--- src/rtl/reg_file_write_scheduler_pkg.sv ---
// Shared constants and write-port structs for the register-file write scheduler.
package reg_file_write_scheduler_pkg;

  localparam int REG_FILE_NUM_REGS  = 16;
  localparam int REG_FILE_SEL_WIDTH = $clog2(REG_FILE_NUM_REGS);
  localparam int REG_FILE_DATA_WIDTH = 32;

  // One writeback request as presented by a requester.
  typedef struct packed {
    logic                           valid;
    logic [REG_FILE_SEL_WIDTH-1:0]  sel;
    logic [REG_FILE_DATA_WIDTH-1:0] data;
  } PortIn_RegWriteReq;

  // Register-file write-side fields driven by the scheduler.
  typedef struct packed {
    logic                           write_en;
    logic [REG_FILE_SEL_WIDTH-1:0]  write_sel;
    logic [REG_FILE_DATA_WIDTH-1:0] write_data;
  } PortOut_RegWriteSched;

endpackage

--- src/rtl/reg_file_write_scheduler_if.sv ---
// Writeback handshake (two requesters) plus the register-file write port.
// master = writeback sources / register file side, slave = the scheduler.
interface reg_file_write_scheduler_if
  import reg_file_write_scheduler_pkg::*;
#(
  parameter int SEL_WIDTH  = REG_FILE_SEL_WIDTH,
  parameter int DATA_WIDTH = REG_FILE_DATA_WIDTH
);
  logic                  req0_valid;
  logic [SEL_WIDTH-1:0]  req0_sel;
  logic [DATA_WIDTH-1:0] req0_data;
  logic                  req0_ready;
  logic                  req1_valid;
  logic [SEL_WIDTH-1:0]  req1_sel;
  logic [DATA_WIDTH-1:0] req1_data;
  logic                  req1_ready;
  logic                  rf_write_en;
  logic [SEL_WIDTH-1:0]  rf_write_sel;
  logic [DATA_WIDTH-1:0] rf_write_data;

  modport master (
    output req0_valid, req0_sel, req0_data, req1_valid, req1_sel, req1_data,
    input  req0_ready, req1_ready, rf_write_en, rf_write_sel, rf_write_data
  );

  modport slave (
    input  req0_valid, req0_sel, req0_data, req1_valid, req1_sel, req1_data,
    output req0_ready, req1_ready, rf_write_en, rf_write_sel, rf_write_data
  );
endinterface

--- src/rtl/reg_file_write_scheduler_arbiter.sv ---
// Two-way round-robin arbiter with one-hot grant; owns the rr_last state.
// rr_last resets to 1 so req0 wins the first conflict.
module reg_write_rr_arbiter (
  input  logic       clk,
  input  logic       rst,
  input  logic [1:0] valid,
  output logic [1:0] grant
);
  logic rr_last_q, rr_last_d;

  // Grant: lone requester wins; on conflict, the one not granted last time.
  always_comb begin
    grant = 2'b00;
    if (valid == 2'b11)   grant = rr_last_q ? 2'b01 : 2'b10;
    else                  grant = valid;
    rr_last_d = rr_last_q;
    if (grant[1])         rr_last_d = 1'b1;
    else if (grant[0])    rr_last_d = 1'b0;
  end

  // rr_last register.
  always_ff @(posedge clk) begin
    if (rst) rr_last_q <= 1'b1;
    else     rr_last_q <= rr_last_d;
  end
endmodule

--- src/rtl/reg_file_write_scheduler.sv ---
// Register-file write scheduler: round-robin shares the single write port
// between execute (req0) and load (req1), registers the winning write, and
// keeps a pending-destination scoreboard that drives the decode stall.
// Optional forwarding of the in-flight write: define REG_FILE_WRITE_SCHED_BYPASS_EN.
module reg_file_write_scheduler
  import reg_file_write_scheduler_pkg::*;
#(
  parameter int NUM_REGS   = REG_FILE_NUM_REGS,
  parameter int SEL_WIDTH  = REG_FILE_SEL_WIDTH,
  parameter int DATA_WIDTH = REG_FILE_DATA_WIDTH
) (
  input  logic                  clk,
  input  logic                  rst,
  reg_file_write_scheduler_if.slave wb,
  input  logic                  reserve_en,
  input  logic [SEL_WIDTH-1:0]  reserve_sel,
  input  logic                  chk_en_ra,
  input  logic                  chk_en_rb,
  input  logic                  chk_en_rc,
  input  logic [SEL_WIDTH-1:0]  chk_sel_ra,
  input  logic [SEL_WIDTH-1:0]  chk_sel_rb,
  input  logic [SEL_WIDTH-1:0]  chk_sel_rc,
  input  logic                  chk_en_dest,
  input  logic [SEL_WIDTH-1:0]  chk_sel_dest,
`ifdef REG_FILE_WRITE_SCHED_BYPASS_EN
  output logic                  fwd_hit_ra,
  output logic                  fwd_hit_rb,
  output logic                  fwd_hit_rc,
  output logic [DATA_WIDTH-1:0] fwd_data_ra,
  output logic [DATA_WIDTH-1:0] fwd_data_rb,
  output logic [DATA_WIDTH-1:0] fwd_data_rc,
`endif
  output logic                  stall,
  output logic                  err_double_reserve
);
  PortIn_RegWriteReq    req0, req1;
  PortOut_RegWriteSched wr_q, wr_d;
  logic [1:0]           grant;
  logic [NUM_REGS-1:0]  busy_q, busy_d;
  logic                 err_q, err_d;

  assign req0 = '{valid: wb.req0_valid, sel: wb.req0_sel, data: wb.req0_data};
  assign req1 = '{valid: wb.req1_valid, sel: wb.req1_sel, data: wb.req1_data};

  reg_write_rr_arbiter u_arb (
    .clk   (clk),
    .rst   (rst),
    .valid ({req1.valid, req0.valid}),
    .grant (grant)
  );

  assign wb.req0_ready    = grant[0];
  assign wb.req1_ready    = grant[1];
  assign wb.rf_write_en   = wr_q.write_en;
  assign wb.rf_write_sel  = wr_q.write_sel;
  assign wb.rf_write_data = wr_q.write_data;
  assign err_double_reserve = err_q;

  // Next write-port value: the granted request, with r0 writes swallowed.
  // Select/data hold their last value when nothing is written.
  always_comb begin
    wr_d          = wr_q;
    wr_d.write_en = 1'b0;
    if (grant[0]) begin
      wr_d.write_en   = (req0.sel != '0);
      wr_d.write_sel  = req0.sel;
      wr_d.write_data = req0.data;
    end else if (grant[1]) begin
      wr_d.write_en   = (req1.sel != '0);
      wr_d.write_sel  = req1.sel;
      wr_d.write_data = req1.data;
    end
  end

  // Scoreboard: landing write clears, reserve sets; set applied last so it wins.
  always_comb begin
    busy_d = busy_q;
    err_d  = err_q;
    if (wr_q.write_en) busy_d[wr_q.write_sel] = 1'b0;
    if (reserve_en && reserve_sel != '0) begin
      busy_d[reserve_sel] = 1'b1;
      if (busy_q[reserve_sel]) err_d = 1'b1;
    end
  end

  // Write-port, scoreboard and sticky-error registers.
  always_ff @(posedge clk) begin
    if (rst) begin
      wr_q   <= '0;
      busy_q <= '0;
      err_q  <= 1'b0;
    end else begin
      wr_q   <= wr_d;
      busy_q <= busy_d;
      err_q  <= err_d;
    end
  end

`ifdef REG_FILE_WRITE_SCHED_BYPASS_EN
  assign fwd_hit_ra  = chk_en_ra && wr_q.write_en && (chk_sel_ra == wr_q.write_sel) && (chk_sel_ra != '0);
  assign fwd_hit_rb  = chk_en_rb && wr_q.write_en && (chk_sel_rb == wr_q.write_sel) && (chk_sel_rb != '0);
  assign fwd_hit_rc  = chk_en_rc && wr_q.write_en && (chk_sel_rc == wr_q.write_sel) && (chk_sel_rc != '0);
  assign fwd_data_ra = wr_q.write_data;
  assign fwd_data_rb = wr_q.write_data;
  assign fwd_data_rc = wr_q.write_data;

  // Stall: sources covered by the in-flight write are forwarded; dest never is.
  always_comb begin
    stall = (chk_en_ra && busy_q[chk_sel_ra] && !fwd_hit_ra) ||
            (chk_en_rb && busy_q[chk_sel_rb] && !fwd_hit_rb) ||
            (chk_en_rc && busy_q[chk_sel_rc] && !fwd_hit_rc) ||
            (chk_en_dest && busy_q[chk_sel_dest]);
  end
`else
  // Stall: any enabled check that names a pending register.
  always_comb begin
    stall = (chk_en_ra   && busy_q[chk_sel_ra])   ||
            (chk_en_rb   && busy_q[chk_sel_rb])   ||
            (chk_en_rc   && busy_q[chk_sel_rc])   ||
            (chk_en_dest && busy_q[chk_sel_dest]);
  end
`endif
endmodule

--- src/flat_wrapper.sv ---
// flat-port wrapper written by rule: the top's interface ports become plain ports
module reg_file_write_scheduler_flat import reg_file_write_scheduler_pkg::*;
#(
  parameter int NUM_REGS   = REG_FILE_NUM_REGS,
  parameter int SEL_WIDTH  = REG_FILE_SEL_WIDTH,
  parameter int DATA_WIDTH = REG_FILE_DATA_WIDTH
)
  (clk, rst, reserve_en, reserve_sel, chk_en_ra, chk_en_rb, chk_en_rc, chk_sel_ra, chk_sel_rb, chk_sel_rc, chk_en_dest, chk_sel_dest, stall, err_double_reserve, wb_req0_valid, wb_req0_sel, wb_req0_data, wb_req1_valid, wb_req1_sel, wb_req1_data, wb_req0_ready, wb_req1_ready, wb_rf_write_en, wb_rf_write_sel, wb_rf_write_data);
  reg_file_write_scheduler_if #(.SEL_WIDTH(SEL_WIDTH), .DATA_WIDTH(DATA_WIDTH)) wb_i ();
  input  logic clk;
  input  logic rst;
  input  logic reserve_en;
  input  logic [SEL_WIDTH-1:0] reserve_sel;
  input  logic chk_en_ra;
  input  logic chk_en_rb;
  input  logic chk_en_rc;
  input  logic [SEL_WIDTH-1:0] chk_sel_ra;
  input  logic [SEL_WIDTH-1:0] chk_sel_rb;
  input  logic [SEL_WIDTH-1:0] chk_sel_rc;
  input  logic chk_en_dest;
  input  logic [SEL_WIDTH-1:0] chk_sel_dest;
  output logic stall;
  output logic err_double_reserve;
  input wire logic [$bits(wb_i.req0_valid)-1:0] wb_req0_valid;
  input wire logic [$bits(wb_i.req0_sel)-1:0] wb_req0_sel;
  input wire logic [$bits(wb_i.req0_data)-1:0] wb_req0_data;
  input wire logic [$bits(wb_i.req1_valid)-1:0] wb_req1_valid;
  input wire logic [$bits(wb_i.req1_sel)-1:0] wb_req1_sel;
  input wire logic [$bits(wb_i.req1_data)-1:0] wb_req1_data;
  output wire logic [$bits(wb_i.req0_ready)-1:0] wb_req0_ready;
  output wire logic [$bits(wb_i.req1_ready)-1:0] wb_req1_ready;
  output wire logic [$bits(wb_i.rf_write_en)-1:0] wb_rf_write_en;
  output wire logic [$bits(wb_i.rf_write_sel)-1:0] wb_rf_write_sel;
  output wire logic [$bits(wb_i.rf_write_data)-1:0] wb_rf_write_data;
  assign wb_i.req0_valid = wb_req0_valid;
  assign wb_i.req0_sel = wb_req0_sel;
  assign wb_i.req0_data = wb_req0_data;
  assign wb_i.req1_valid = wb_req1_valid;
  assign wb_i.req1_sel = wb_req1_sel;
  assign wb_i.req1_data = wb_req1_data;
  assign wb_req0_ready = wb_i.req0_ready;
  assign wb_req1_ready = wb_i.req1_ready;
  assign wb_rf_write_en = wb_i.rf_write_en;
  assign wb_rf_write_sel = wb_i.rf_write_sel;
  assign wb_rf_write_data = wb_i.rf_write_data;
  reg_file_write_scheduler #(.NUM_REGS(NUM_REGS), .SEL_WIDTH(SEL_WIDTH), .DATA_WIDTH(DATA_WIDTH)) u_core (.clk(clk), .rst(rst), .wb(wb_i), .reserve_en(reserve_en), .reserve_sel(reserve_sel), .chk_en_ra(chk_en_ra), .chk_en_rb(chk_en_rb), .chk_en_rc(chk_en_rc), .chk_sel_ra(chk_sel_ra), .chk_sel_rb(chk_sel_rb), .chk_sel_rc(chk_sel_rc), .chk_en_dest(chk_en_dest), .chk_sel_dest(chk_sel_dest), .stall(stall), .err_double_reserve(err_double_reserve));
endmodule
--- config.mk ---
export PLATFORM = sky130hd
export DESIGN_NAME = reg_file_write_scheduler_flat
export DESIGN_NICKNAME = d
export VERILOG_FILES = /design/src/rtl/reg_file_write_scheduler_pkg.sv /design/src/rtl/reg_file_write_scheduler_if.sv /design/src/rtl/reg_file_write_scheduler_arbiter.sv /design/src/rtl/reg_file_write_scheduler.sv /design/src/flat_wrapper.sv
export SDC_FILE = /design/constraint.sdc
export NUM_CORES = 1
export LEC_CHECK = 0
export ABC_CLOCK_PERIOD_IN_PS = 2100
export CORE_MARGIN = 3
export CORE_UTILIZATION = 25
export CTS_BUF_LIST = sky130_fd_sc_hd__clkbuf_8
export CTS_CLUSTER_DIAMETER = 80
export CTS_CLUSTER_SIZE = 24
export DETAILED_ROUTE_END_ITERATION = 16
export PLACE_DENSITY = 0.61
export SLEW_MARGIN = 10
export SYNTH_ARGS = -nofsm -noshare
export SYNTH_HDL_FRONTEND = slang
export SYNTH_SLANG_ARGS = --single-unit
--- constraint.sdc ---
create_clock -name clk -period 2.1 [get_ports clk]
set_input_delay 0.21 -clock clk [delete_from_list [all_inputs] [get_ports clk]]
set_output_delay 0.21 -clock clk [all_outputs]
set_load 0.005 [all_outputs]
==> results of run 1 <==
[state kept, by name (all words and copies together), names as in the netlist]
register,count
u_core.wb.rf_write_sel,4
u_core.wb.rf_write_data,32
u_core.busy_q,16
u_core.u_arb.rr_last_q,1
u_core.err_double_reserve,1
u_core.wb.rf_write_en,1
[synthesized netlist by cell type, drive strengths merged, types with 5 or more instances]
cell / instances
a21oi: 17
o21ai: 15
nand2: 19
nor4: 36
nand2b: 5
clkbuf: 16
buf: 6
nor3b: 34
mux4: 20
mux2i: 5
nand3: 7
dfxtp: 55
nor2: 83
[report_power, final]
group / internal (mW) / leakage [nW] / total, mW / switching (mW)
Combinational: 0.413 / 1.42 / 0.667 / 0.254
Clock: 0.226 / 0.0505 / 0.581 / 0.355
Sequential: 1.11 / 0.462 / 1.16 / 0.0521
Total: 1.75 / 1.93 / 2.41 / 0.661
[worst max-delay path, delay by kind of cell, from the launching register on]
kind	cells	cell delay, ps
simple gates	2	660
mux	1	460
flops	1	380
compound gates	1	190
buf+inv	1	140
[per-layer routing]
layer | vias up | wire length, µm
li1 | 1626 | -
met5 | - | 0
met1 | 1561 | 4890
met2 | 144 | 5002
met3 | 11 | 1236
met4 | 0 | 134
[cell families (layout without fill, tap and decap cells)]
family,count (synthesis),count (layout),synth area share
DFF,55,55,0.3656
and+or+nand+nor,202,202,0.3531
buffers and inverters,25,200,0.03157
muxes,26,26,0.1737
AOI/OAI and AO/OA,40,40,0.07603
[path summary, 6_finish.rpt]
path / startpoint / end / slack [ps] / cells after the start
setup reg to reg: u_core.busy_q[14] / u_core.err_double_reserve / 550 / 6
setup / recovery: u_core.busy_q[6] / stall / -250 / 5
hold reg to reg: u_core.err_double_reserve / u_core.err_double_reserve / 470 / 2
hold / removal: rst / u_core.wb.rf_write_en / 420 / 2
[per-stage QoR]
step,instance area [µm²],TNS [ps],setup slack [ps],utilization,hold WS (ps)
6_report,4977,-253.7,-253.7,0.4286,423.0
5_1_grt,4977,-310.9,-310.9,0.4286,474.1
4_1_cts,4959,-241.7,-241.7,0.4270,417.2
3_5_place_dp,4858,-688.6,-688.6,0.4183,460.5
3_3_place_gp,4858,-665.5,-665.5,0.4183,459.4
2_1_floorplan,3012,0,317.2,-,336.1
[cell type report]
cell class                 count  area [µm²]  share of cell area
tap                          143       178.9             0.03595
clock buffer                   5       68.82             0.01383
multi-input combinational    268        1817              0.3650
clock inverter                 3       12.51            0.002514
sequential                    55        1126              0.2262
timing repair buffer         189        1763              0.3542
inverter                       3       11.26            0.002262
[timing repair]
| item | in CTS | in global routing |
|---|---|---|
| hold buffers | 0 | 0 |
| setup endpoints to repair | 1 | 1 |
| pin swaps | 6 | 3 |
| resized for setup | 25 | 7 |
| gates cloned | 0 | 0 |
| buffers inserted | 2 | 0 |
==> impl_metrics.tcl, run 1 <==
set metrics [dict create \
    status "complete, but fails checks" \
    violations "setup timing" \
    clk-insertion-delay-late_ps 310 \
    grt_use_met3 0.06632 \
    p_total_mw 2.410 \
    fmaxAchievable_mhz 424.9 \
    ant_nets 0 \
    cap_violations 0 \
    critPathLaunchType "flop" \
    drtIter0Drc 163 \
    numCtsBuffers 5 \
    endpoint_kind "primary output" \
    worst_pin_slew_ps 731.1 \
    cp.arrival_ps 2140 \
    rsz0062_at_grt "yes" \
    ys_types 32 \
    period_share 1.121 \
    grt_pass1_vias 3437 \
    cp_max_fo 5 \
    synth_flop_cell "dfxtp_1" \
    nNetsFinal 623 \
    cts_tree "done" \
    power_leakage_nw 1.932 \
    drc 0 \
    cts_buffer_depth 2 \
    grt_pass1_wl_mm 17.57 \
    detail_route.vias_per_cell 5.018 \
    cts_root_buf "clkbuf_8" \
    slowest_stage "or4_1" \
    max_slew_margin 0.5126 \
    clock_skew_ps 1.498 \
    cp_slowest_stage_delay_ps 530 \
    dp_cells 656 \
    critical_path.cell_chain "mux4_2, a32oi_1, nand3_1, or4_1, buf_2" \
    start_util 0.2593 \
    async_flop_share 0 \
    clkTransAtPathRegs_ps 100 \
    dieWidth_um 115.8 \
    port_buffers 141 \
    post_drt_wl_per_cell_um 16.91 \
    drv_slew 0 \
    setup_ws_ps -253.7 \
    grt_usage 0.1656 \
    pin_count 142 \
    n_antenna_cell 0 \
    place_congestion 0.8784 \
    power.density_nw_per_um2 484.1 \
    ir_drop_mv 0.3294 \
    met1_usage 0.2048 \
    yosys_register_bits 55 \
    avgSynthCellArea_um2 8.654 \
    synth-edff-count 0 \
    synth.area.top_cells "dfxtp_1 (37%), mux4_2 (13%), nor2_1 (10%)" \
    hpwl_mm 8.679 \
    instances_no_fill 666 \
    yosys_warnings 0 \
    die-area_um2 13400 \
    area.growth.synth_to_final_pct 65.27 \
    antenna_found_initial 0 \
    synthesis.instances 348 \
    critPathKind "reg -> out" \
    grt_remaining_overflow 0 \
    cts.sinks 55 \
    grt_max_degree 37 \
    core_area_um2 11610 \
    synth_area_leader_cell "dfxtp_1" \
    rows 39 \
    wl_mm 11.26 \
    drive_gt1_frac 0.1759 \
    hold_violations 0 \
    synth_nets 449 \
    first_pass_iters 4 \
    top_usage_layer "met2" \
    ctsHtreeMaxLevel 2 \
    seq_area_frac_synth 0.3656 \
    post-route-min-period_ps 2354 \
    netlist_area_um2 3012 \
    hp-class "in -> reg" \
    num_vias 3342 \
    nFillCells 1148 \
    setup_violations 1 \
    die_height_um 115.8 \
    layout_commonest_cell "clkdlybuf4s50_1" \
    met2_usage 0.2755 \
    final_cell_mix "clkdlybuf4s50_1 (131), nor2_1 (83), buf_4 (46)" \
    worst_ep_required_time_ps 1890 \
    netlist.area_leader.share 0.3656 \
]
No activity file was read; power rests on OpenSTA's default activity.
==> run 2: changes to the inputs <==
--- a/config.mk
+++ b/config.mk
@@ -12,6 +12,7 @@
 export CTS_CLUSTER_DIAMETER = 80
 export CTS_CLUSTER_SIZE = 24
 export DETAILED_ROUTE_END_ITERATION = 16
+export MAX_ROUTING_LAYER = met4
 export PLACE_DENSITY = 0.61
 export SLEW_MARGIN = 10
 export SYNTH_ARGS = -nofsm -noshare
==> run 2 against run 1 <==
The flow still finishes with violations (setup timing); non-clock buffer count is 1 lower; register-to-register slack better by 40 ps; total power is 0.84% higher; count of clock-buffer cells in the layout stayed put; final cell count is 0.15% lower; setup slack better by 32 ps; clock power is 2% higher; critical path type unchanged; largest power group unchanged.
==> impl_metrics.tcl, run 2 (same netlist as run 1, synthesis figures left out) <==
set metrics [dict create \
    status "complete, but fails checks" \
    violations "setup timing" \
    grt_pass1_vias 3480 \
    wl_met1_mm 4.908 \
    clk-insertion-delay-late_ps 310 \
    dp_slack_ps -675.9 \
    grt_pass1_wl_mm 17.58 \
    switchingPower_mw 0.6753 \
    setup_violations 1 \
    worst_ep_required_time_ps 1890 \
    endpoint "stall" \
    pin_count 142 \
    core_area_um2 11610 \
    intPower_mw 1.755 \
    hold_violations 0 \
    worst_pin_slew_ps 745.8 \
    grt_usage 0.1710 \
    ctsHtreeMaxLevel 2 \
    p_clk_frac 0.245 \
    ir_drop_mv 0.4313 \
    dieWidth_um 115.8 \
    drtIter0Drc 158 \
    detail_route.vias_per_cell 5.129 \
    place_congestion 0.8930 \
    combPwrFrac 0.277 \
    design_area_um2 4979 \
    grt_remaining_overflow 0 \
    max_slew_margin 0.5028 \
    r2r_slack_ps 590 \
    rsz0062_at_grt "yes" \
    register_area_um2 1120 \
    cp-startpoint "u_core.busy_q[7]" \
    cts.sinks 55 \
    layout_commonest_cell "clkdlybuf4s50_1" \
    die_height_um 115.8 \
    cp_max_fo 3 \
    dpl_cell_area_um2 4858 \
    drv_slew 0 \
    clock_skew_ps 4.577 \
    multi_input_area_um2 1817 \
    port_buffers 141 \
    first_pass_iters 4 \
    cts_root_buf "clkbuf_8" \
    power_leakage_nw 1.916 \
    met3_length_mm 1.072 \
    r2r_start "u_core.busy_q[11]" \
    hp-class "in -> reg" \
    critPathKind "reg -> out" \
    rows 39 \
    n_antenna_cell 0 \
    power.density_nw_per_um2 488.1 \
    antenna_found_initial 0 \
    critPathLaunchType "flop" \
    drive_gt1_frac 0.1724 \
    clkTransAtPathRegs_ps 100 \
    top_layer_used "met4" \
    endpoint_kind "primary output" \
    cp.arrival_ps 2110 \
    swShare 0.2779 \
    die-area_um2 13400 \
    hold_buffers 0 \
    cts_buffer_depth 2 \
    grt_max_degree 37 \
    post-route-min-period_ps 2321 \
    largest_reg_flops 32 \
    cap_violations 0 \
    ant_nets 0 \
    power_frac_seq 0.478 \
    met2WireLength_mm 5.330 \
    post_drt_wl_per_cell_um 17.19 \
    fin_hold_ws_ps 442.2 \
    hpwl_mm 8.748 \
    nNetsFinal 622 \
    drc 0 \
    cts_tree "done" \
    nFillCells 1195 \
    start_util 0.2593 \
    area.growth.synth_to_final_pct 65.31 \
    numCtsBuffers 5 \
    final_cell_mix "clkdlybuf4s50_1 (132), nor2_1 (83), dfxtp_1 (46)" \
    setup_ws_ps -221.3 \
    wl_mm 11.43 \
    worstRegToRegCells 5 \
    period_share 1.105 \
    rr_endpoint "u_core.err_double_reserve" \
    num_vias 3411 \
    fmaxAchievable_mhz 430.8 \
]
==> run 2: area by class of cell <==
type,count,area share
timing repair buffer,188,0.3551
clock inverter,3,0.003016
sequential,55,0.2249
tap,143,0.03594
clock buffer,5,0.01382
inverter,3,0.002262
multi-input combinational,268,0.3649
==> run 2: power groups by stage <==
stage | clock network [mW] | registers, mW | logic (mW)
CTS | 0.619 | 1.16 | 0.676
finish | 0.595 | 1.16 | 0.672
detailed placement | 0 | 1.19 | 0.675
global route | 0.663 | 1.17 | 0.727
global placement | 0 | 1.19 | 0.671
floorplan | 0 | 1.18 | 0.226
==> run 2: worst min path at each step <==
stage | to | slack [ps] | cells past startpoint | from
after CTS | u_core.wb.rf_write_en | 420 | 2 | rst
after detailed placement | u_core.err_double_reserve | 470 | 2 | u_core.err_double_reserve
after floorplan | u_core.u_arb.rr_last_q | 340 | 2 | wb_req1_valid
final | u_core.wb.rf_write_en | 440 | 2 | rst
after global placement | u_core.err_double_reserve | 460 | 2 | u_core.err_double_reserve
after global routing | u_core.wb.rf_write_data[20] | 470 | 3 | wb_req0_data[20]
==> run 2: routing by layer <==
metal	up-vias	track usage
met5	-	-
met4	0	0.03790
met3	8	0.05117
met2	158	0.2789
met1	1615	0.2102
li1	1630	-
==> run 2: what timing repair did <==
item | 4_1_cts | 5_1_grt
setup buffers | 1 | 0
gates resized for setup | 31 | 0
setup endpoints to repair | 1 | 1
pin swaps | 8 | 0
==> run 2: worst max-delay path: stages, from the launching register on <==
cell and delay, ps:
dfxtp_2 360, buf_6 120, mux4_2 460, mux2i_1 170, o22ai_1 100, or4_1 450
buf_2 140
==> run 2: stage by stage <==
step / TNS, ps / utilization / power, mW / instances
2_1_floorplan: 0 / - / 1.408 / 348
3_3_place_gp: -668.9 / 0.4183 / 1.856 / 656
3_5_place_dp: -675.9 / 0.4183 / 1.863 / 656
4_1_cts: -222.9 / 0.4287 / 2.458 / 665
5_1_grt: -308.8 / 0.4287 / 2.562 / 665
6_report: -221.3 / 0.4287 / 2.430 / 665
==> run 3: changes to the inputs <==
--- a/config.mk
+++ b/config.mk
@@ -5,13 +5,14 @@
 export SDC_FILE = /design/constraint.sdc
 export NUM_CORES = 1
 export LEC_CHECK = 0
-export ABC_CLOCK_PERIOD_IN_PS = 2100
+export ABC_CLOCK_PERIOD_IN_PS = 2200
 export CORE_MARGIN = 3
 export CORE_UTILIZATION = 25
 export CTS_BUF_LIST = sky130_fd_sc_hd__clkbuf_8
 export CTS_CLUSTER_DIAMETER = 80
 export CTS_CLUSTER_SIZE = 24
 export DETAILED_ROUTE_END_ITERATION = 16
+export GPL_TIMING_DRIVEN = 0
 export MAX_ROUTING_LAYER = met4
 export PLACE_DENSITY = 0.61
 export SLEW_MARGIN = 10
==> constraint.sdc (replaced) <==
create_clock -name clk -period 2.2 [get_ports clk]
set_input_delay 0.22 -clock clk [delete_from_list [all_inputs] [get_ports clk]]
set_output_delay 0.22 -clock clk [all_outputs]
set_load 0.005 [all_outputs]
==> run 3 against run 2 <==
Combinational power shrank 9.8%; the flow still finishes with violations (setup timing); count of clock-buffer cells in the layout grew 2; sequential power shrank 4%; clock skew shrank 0.72 ps; total power shrank 4.0%; sequential share of layout area grew 1.2 points; sequential cell count is the same; clock power grew 3%; critical endpoint unchanged; critical path depth shrank 1; global-route usage shrank 0.27 points.
==> impl_metrics.tcl, run 3 (same netlist as run 1, synthesis figures left out) <==
set metrics [dict create \
    status "complete, but fails checks" \
    violations "setup timing" \
    cp_slowest_stage_delay_ps 510 \
    ir_drop_mv 0.3906 \
    drtIter0Drc 170 \
    power_leakage_nw 1.714 \
    cts_buffer_depth 2 \
    hp-class "in -> reg" \
    cap_violations 0 \
    rsz0062_at_grt "yes" \
    instances_no_fill 639 \
    nNetsFinal 596 \
    cp.arrival_ps 2110 \
    detail_route.vias_per_cell 5.116 \
    cts_tree "done" \
    dieWidth_um 115.8 \
    grt_usage 0.1683 \
    grt_remaining_overflow 0 \
    max_slew_margin 0.6520 \
    drc 0 \
    rows 39 \
    grt_pass1_vias 3405 \
    slowest_stage "or4_1" \
    area.growth.synth_to_final_pct 56.09 \
    port_buffers 139 \
    layout_commonest_cell "clkdlybuf4s50_1" \
    endpoint_kind "primary output" \
    grt_max_degree 16 \
    grt_pass1_wl_mm 17.24 \
    clock_skew_ps 3.857 \
    hold_buffers 0 \
    pin_count 142 \
    period_share 1.059 \
    power.density_nw_per_um2 496.1 \
    ctsHtreeMaxLevel 2 \
    dp_cells 630 \
    setup_ws_ps -129.0 \
    largest_reg_flops 32 \
    start_util 0.2593 \
    drv_slew 0 \
    hold_violations 0 \
    setup_violations 1 \
    cp_max_fo 5 \
    clk-insertion-delay-late_ps 310 \
    worst_pin_slew_ps 522.0 \
    worst_ep_required_time_ps 1980 \
    cts.sinks 55 \
    numCtsBuffers 5 \
    final_cell_mix "clkdlybuf4s50_1 (129), nor2_1 (83), dfxtp_1 (47)" \
    n_antenna_cell 0 \
    place_congestion 0.8817 \
    first_pass_iters 4 \
    fmaxAchievable_mhz 429.4 \
    ant_nets 0 \
    hpwl_mm 8.926 \
    cts_root_buf "clkbuf_8" \
    critical_path.cell_chain "mux4_2, a22oi_2, nand4_1, or4_1, buf_2" \
    wl_mm 11.32 \
    post-route-min-period_ps 2329 \
    drive_gt1_frac 0.09073 \
    fin_hold_ws_ps 416.2 \
    num_vias 3269 \
    clkTransAtPathRegs_ps 100 \
    die_height_um 115.8 \
    critPathKind "reg -> out" \
    critPathLaunchType "flop" \
    die-area_um2 13400 \
    post_drt_wl_per_cell_um 17.71 \
    antenna_found_initial 0 \
    core_area_um2 11610 \
]
[run 3: cell count changes in the layout (fill, tap and decap cells not counted), moves of 2 or more]
cell             before  now
dlygate4sd2_1         7    9
buf_6                 6    0
clkinv_2              3    0
clkdlybuf4s50_1     132  129
clkbuf_8              5    7
buf_4                41    2
buf_1                 0    4
clkbuf_1              0   16
[run 3: final timing paths]
path                        startpoint  cells past startpoint  slack [ps]                     endpoint
max                   u_core.busy_q[1]                      5        -130                        stall
min                                rst                      2         420   u_core.wb.rf_write_data[7]
max reg2reg     u_core.u_arb.rr_last_q                      6         610  u_core.wb.rf_write_data[28]
min reg2reg  u_core.err_double_reserve                      2         480    u_core.err_double_reserve
[run 3: worst max-delay path, delay by kind of cell (launching register included)]
| family | cells | cell delay [ps] |
|---|---|---|
| and+or+nand+nor | 2 | 620 |
| muxes | 1 | 470 |
| DFF | 1 | 380 |
| AOI/OAI and AO/OA | 1 | 190 |
| buffers and inverters | 1 | 140 |
[run 3: area by class of cell]
class | count | area, µm²
buffer | 22 | 87.58
fill | 1199 | 6913
multi-input combinational | 268 | 1824
tap | 143 | 178.9
clock inverter | 1 | 3.754
timing repair buffer | 140 | 1383
inverter | 3 | 11.26
clock buffer | 7 | 96.34
sequential | 55 | 1116
[run 3: routing by layer]
metal | share of wire | vias to the layer above | GRT usage
li1 | - | 1573 | -
met2 | 0.46 | 156 | 0.2774
met3 | 0.11 | 10 | 0.05431
met1 | 0.42 | 1530 | 0.2018
met5 | 0 | - | -
met4 | 0.012 | 0 | 0.03790
[run 3: report_power, final]
| part | internal (mW) | total (mW) | switching [mW] |
|---|---|---|---|
| registers | 1.06 | 1.11 | 0.0517 |
| logic | 0.362 | 0.606 | 0.244 |
| clock network | 0.284 | 0.614 | 0.330 |
[run 3: timing repair]
action / 4_1_cts / 5_1_grt
pin swaps: 3 / 0
setup endpoints to repair: 2 / 2
buffers inserted: 1 / 0
gates resized for setup: 28 / 2
[run 3: metrics by stage]
| stage | total power [mW] | instance area, µm² | setup TNS [ps] | utilization | worst slack [ps] |
|---|---|---|---|---|---|
| 6_report | 2.332 | 4701 | -129.0 | 0.4048 | -129.0 |
| 5_1_grt | 2.452 | 4701 | -213.4 | 0.4048 | -213.4 |
| 4_1_cts | 2.367 | 4696 | -121.3 | 0.4043 | -121.3 |
| 3_5_place_dp | 1.747 | 4582 | -3162 | 0.3945 | -706.9 |
| 3_3_place_gp | 1.739 | 4582 | -1768 | 0.3945 | -662.4 |
| 2_1_floorplan | 1.344 | 3012 | 0 | - | 407.2 |
